--- config.mk ---
export PLATFORM = sky130hd
export DESIGN_NAME = mult_job_sequencer
export DESIGN_NICKNAME = d
export VERILOG_FILES = /design/src/rtl/mult_job_sequencer.sv
export SDC_FILE = /design/constraint.sdc
export NUM_CORES = 1
export LEC_CHECK = 0
export CAP_MARGIN = 20
export CORE_AREA = 8 8 69 71
export CTS_BUF_LIST = sky130_fd_sc_hd__clkbuf_4
export DETAILED_ROUTE_END_ITERATION = 10
export DIE_AREA = 0 0 77 79
export PLACE_DENSITY = 0.83
export SYNTH_ARGS = -nofsm -noshare
export SYNTH_HDL_FRONTEND = slang
export SYNTH_SLANG_ARGS = --single-unit
--- constraint.sdc ---
create_clock -name clk -period 4.36 [get_ports clk]
set_clock_uncertainty 0.2 [all_clocks]
set_input_delay 1.09 -clock clk [delete_from_list [all_inputs] [get_ports clk]]
set_output_delay 1.09 -clock clk [all_outputs]
set_load 0.01 [all_outputs]
--- src/rtl/mult_job_sequencer.sv ---
// Job sequencer wrapped around the sequential 8x8 multiplier: operand handshake, start pulse, done detect, result handshake.
// Optional WAIT-state timeout abort is enabled by defining MULT_SEQ_TIMEOUT_EN.
module mult_job_sequencer #(
    parameter int START_CYCLES   = 1,
    parameter int TIMEOUT_CYCLES = 15
) (
    input  logic        clk,
    input  logic        aclr_n,
    input  logic        in_valid,
    output logic        in_ready,
    input  logic [7:0]  in_a,
    input  logic [7:0]  in_b,
    output logic [7:0]  mult_dataa,
    output logic [7:0]  mult_datab,
    output logic        mult_start,
    input  logic        mult_done,
    input  logic [15:0] mult_product,
    output logic        res_valid,
    input  logic        res_ready,
    output logic [15:0] res_product,
    output logic        busy,
    output logic        timeout_err
);

    if (START_CYCLES < 1 || START_CYCLES > 3 || TIMEOUT_CYCLES < 1 || TIMEOUT_CYCLES > 15) begin : g_bad_param
        $error("mult_job_sequencer: START_CYCLES must be 1..3 and TIMEOUT_CYCLES 1..15");
    end

    typedef enum logic [1:0] {S_IDLE, S_START, S_WAIT, S_RESULT} state_t;

    state_t     state;
    state_t     next_state;
    logic [1:0] start_cnt;
    logic       done_q;
    logic       accept;
    logic       complete;
    logic       start_last;
    logic       timeout_hit;

`ifdef MULT_SEQ_TIMEOUT_EN
    logic [3:0] to_cnt;
`endif

    assign in_ready = (state == S_IDLE);

    // NOTE: every signal written here gets a default first, otherwise a path that skips it infers a latch.
    always_comb begin
        accept      = (state == S_IDLE) && in_valid;
        // Rising edge only: a done level left over from an earlier job is not a completion.
        complete    = (state == S_WAIT) && mult_done && !done_q;
        start_last  = (start_cnt == 2'(START_CYCLES - 1));
`ifdef MULT_SEQ_TIMEOUT_EN
        timeout_hit = (state == S_WAIT) && !complete && (to_cnt == 4'(TIMEOUT_CYCLES - 1));
`else
        timeout_hit = 1'b0;
`endif
        next_state  = state;
        case (state)
            S_IDLE:   if (accept) next_state = S_START;
            S_START:  if (start_last) next_state = S_WAIT;
            S_WAIT:   if (complete || timeout_hit) next_state = S_RESULT;
            S_RESULT: if (res_ready) next_state = S_IDLE;
            default:  next_state = S_IDLE;
        endcase
    end

    // NOTE: sequential state uses non-blocking assignments so every register samples pre-edge values.
    always_ff @(posedge clk or negedge aclr_n) begin
        if (!aclr_n) begin
            state       <= S_IDLE;
            start_cnt   <= '0;
            done_q      <= 1'b0;
            mult_dataa  <= '0;
            mult_datab  <= '0;
            mult_start  <= 1'b0;
            busy        <= 1'b0;
            res_valid   <= 1'b0;
            res_product <= '0;
        end else begin
            state      <= next_state;
            done_q     <= mult_done;
            // Outputs registered from next_state so they line up with the state they describe.
            mult_start <= (next_state == S_START);
            busy       <= (next_state != S_IDLE);

            if (accept) begin
                mult_dataa <= in_a;
                mult_datab <= in_b;
            end

            if (state == S_START && !start_last) start_cnt <= start_cnt + 2'd1;
            else                                 start_cnt <= '0;

            if (complete) begin
                res_product <= mult_product;
                res_valid   <= 1'b1;
            end else if (timeout_hit) begin
                res_product <= 16'h0000;
                res_valid   <= 1'b1;
            end else if (state == S_RESULT && res_ready) begin
                res_valid <= 1'b0;
            end
        end
    end

`ifdef MULT_SEQ_TIMEOUT_EN
    always_ff @(posedge clk or negedge aclr_n) begin
        if (!aclr_n) begin
            to_cnt      <= '0;
            timeout_err <= 1'b0;
        end else begin
            if (state == S_WAIT) to_cnt <= to_cnt + 4'd1;
            else                 to_cnt <= '0;

            if (accept)           timeout_err <= 1'b0;
            else if (timeout_hit) timeout_err <= 1'b1;
        end
    end
`else
    assign timeout_err = 1'b0;
`endif

endmodule

==> flow_summary_export.csv <==
group,metric,value,unit
routing,dr.pass1.iters,2,
timing,fin_crit,2.83,ns
synth,synth_cell_type_count,24,
die,initial_utilization,43.3,%
setup_path,max_stage_delay,0.55,ns
setup_path,crit_chain,"nor2_1 -> clkdlybuf4s50_1",
synth,synth.top_cell.area_share,60.8,%
power,max-vdd-ir-drop,0.261,mV
clock_network,cts.repair.resized,0,
routing,vias_per_cell,4.75,
synth,synth_top_area_cell,"dfrtp_1",
status,status,"complete, no violations",
timing,tightest_slew,0.976,ns
worst_hold_path,hold_start,"start_cnt[0]",
finish,drive_gt1_share,24.7,%
die,io_pins,74,
synth,ys_seq_area_share,60.8,%
clock_network,cts.htree.levels,2,
timing,rsz0062_at_grt,"false",
setup_path,crit_fanout,9,
clock_network,clk-insertion-delay-late,0.34,ns
setup_path,crit_path_top_delay_cell,"clkdlybuf4s50_1",
setup_path,r2r_start,"state[0]",
finish,final_util,63.3,%
finish,nets,207,
synth,synth_area_per_cell,17.1,µm²
synth,synth.area.top_cells,"dfrtp_1 61%, mux2_4 16%, mux2_2 9.6%",
finish,area_growth,46.1,%
placement,dp_hpwl,3040,µm
routing,num_vias,1045,
routing,first_iter_violations,72,
job,max_cap_violations,0,
die,dieArea,6080,µm²
synth,synth_async_sr_flop_share,100,%
routing,drc,0,
routing,drt_wl_total,3980,µm
clock_network,cts_setup_buffers,0,
clock_network,root_buffer,"clkbuf_4",
grt,grt-ovfl-total,0,
setup_path,critical_path_required,3.07,ns
setup_path,critPathKind,"flip-flop to primary output",
synth,synth-edff-count,0,
synth,yosysWarnings,0,
grt,grt_use_total,13.9,%
clock_network,cts_tree,"built",
finish,fill_cells,332,
power,leakagePower,1.03,nW
placement,finalWeightedCongestion,0.769,
timing,finalSetupViolations,0,
setup_path,r2r_slack,2.17,ns
grt,grt_first_pass_wirelength,6580,µm
power,power.density,669,nW/µm²
setup_path,start_kind,"flip-flop",
setup_path,crit_arrival,1.54,ns
placement,io_buffers,72,
synth,synth-seq-cells,40,
grt,grt_pass1_vias,1201,
synth,syn_area,1650,µm²
timing,slew_violations,0,
worst_hold_path,hold_class,"flip-flop to flip-flop",
setup_path,startpoint,"state[1]",
die,core_area,3800,µm²
die,rows,23,
clock_network,clk_pin_slew,0.11,ns
timing,fmax,0.354,GHz
timing,tns,0,ns
routing,wire_per_inst,18.1,µm
timing,period_share,64.8,%
grt,antenna_found_initial,0,
timing,max_slew_margin,34.9,%
synth,syn-num-nets,134,
clock_network,cts_hold_buf,0,
clock_network,cts_max_path_buffers,2,
grt,grt_start_max_net_pins,41,
synth,synth.most_common_cell,"dfrtp_1",
routing,final_antenna_net_count,0,
die,die_h,79,µm
finish,diodes,0,
synth,ys_top_cells_by_count,"40 x dfrtp_1, 18 x mux2_4, 14 x mux2_2, 3 x buf_6, 2 x inv_1",
synth,synth_ff_type,"dfrtp_1",
setup_path,end_kind,"primary output",
clock_network,cts_num_sinks,40,
timing,hold_viol_final,0,
clock_network,numCtsBuffers,5,
synth,syn_inst,96,
die,die_x,77,µm
[registers in the layout (all words and copies together) (netlist names)]
name         flops
res_product     16
mult_dataa       8
mult_datab       8
start_cnt        2
state            2
busy             1
done_q           1
mult_start       1
res_valid        1
[metal layers]
metal | vias to the layer above | part of all wire (%) | track usage [%]
met4 | 0 | 1.7 | 5.66
met1 | 511 | 39 | 15.8
met3 | 6 | 9.0 | 6.09
met2 | 49 | 50 | 22.6
li1 | 479 | - | -
met5 | - | 0 | 0
[layout by cell type (no fill, tap or decap), drive strengths merged]
cell type,netlist,layout
clkdlybuf4s50,0,71
dfrtp,40,40
mux2,32,32
clkbuf,0,7
inv,2,2
a21oi,1,1
nand3,1,1
nor2b,1,1
nor4b,1,1
or2,1,1
and4bb,1,1
and3b,1,1
a211o,1,1
nor2,1,1
and2,1,1
o31a,1,1
nor4bb,1,1
nor3b,1,1
a21o,1,1
ha,1,1
conb,1,1
clkinv,0,1
buf,6,1
[path summary, 6_finish.rpt]
| check | to | cells after the start |
|---|---|---|
| worst max-delay path | in_ready | 2 |
| worst min-delay path | start_cnt[0] | 1 |
| worst max register to register | res_product[5] | 2 |
| worst min register to register | start_cnt[0] | 1 |
| max in group asynchronous | res_product[9] | 1 |
| min in group asynchronous | start_cnt[0] | 1 |
[final cells by class]
| type | instances | area (µm²) | area share, % |
|---|---|---|---|
| clock buffer | 7 | 52.6 | 2.19 |
| sequential | 40 | 1000 | 41.6 |
| tap | 50 | 62.6 | 2.60 |
| timing repair buffer | 72 | 716 | 29.8 |
| clock inverter | 1 | 3.75 | 0.156 |
| inverter | 2 | 7.51 | 0.312 |
| multi-input combinational | 48 | 561 | 23.3 |
[kinds of logic after synthesis]
family | Yosys count | synth area share [%]
AO/OA/AOI/OAI | 4 | 1.83
adder cells (fa/ha/maj) | 1 | 0.760
multiplexers | 32 | 26.0
AND/OR/NAND/NOR | 10 | 5.25
buffers and inverters | 8 | 5.10
flip-flops | 40 | 60.8
other | 1 | 0.228
[worst max-delay path: cells and delay by family, from the launching register on]
family / cells / cell delay, ns
buffers and inverters: 1 / 0.55
DFF: 1 / 0.51
and+or+nand+nor: 1 / 0.14
[through the flow]
step | instances | total power, mW | worst slack [ns] | hold slack (ns) | area [µm²]
floorplan | 96 | 1.03 | 2.13 | 0.211 | 1650
global placement | 212 | 1.41 | 1.26 | 0.220 | 2350
detailed placement | 212 | 1.44 | 1.17 | 0.239 | 2350
CTS | 220 | 1.64 | 1.49 | 0.283 | 2400
global route | 220 | 1.71 | 1.44 | 0.300 | 2400
finish | 220 | 1.61 | 1.53 | 0.272 | 2400
[power breakdown]
part	total, mW	internal, mW	switching (mW)
Sequential	0.653	0.542	0.111
Clock	0.189	0.0746	0.114
Combinational	0.766	0.513	0.254
Note: power is estimated with default switching activity, not from simulation.
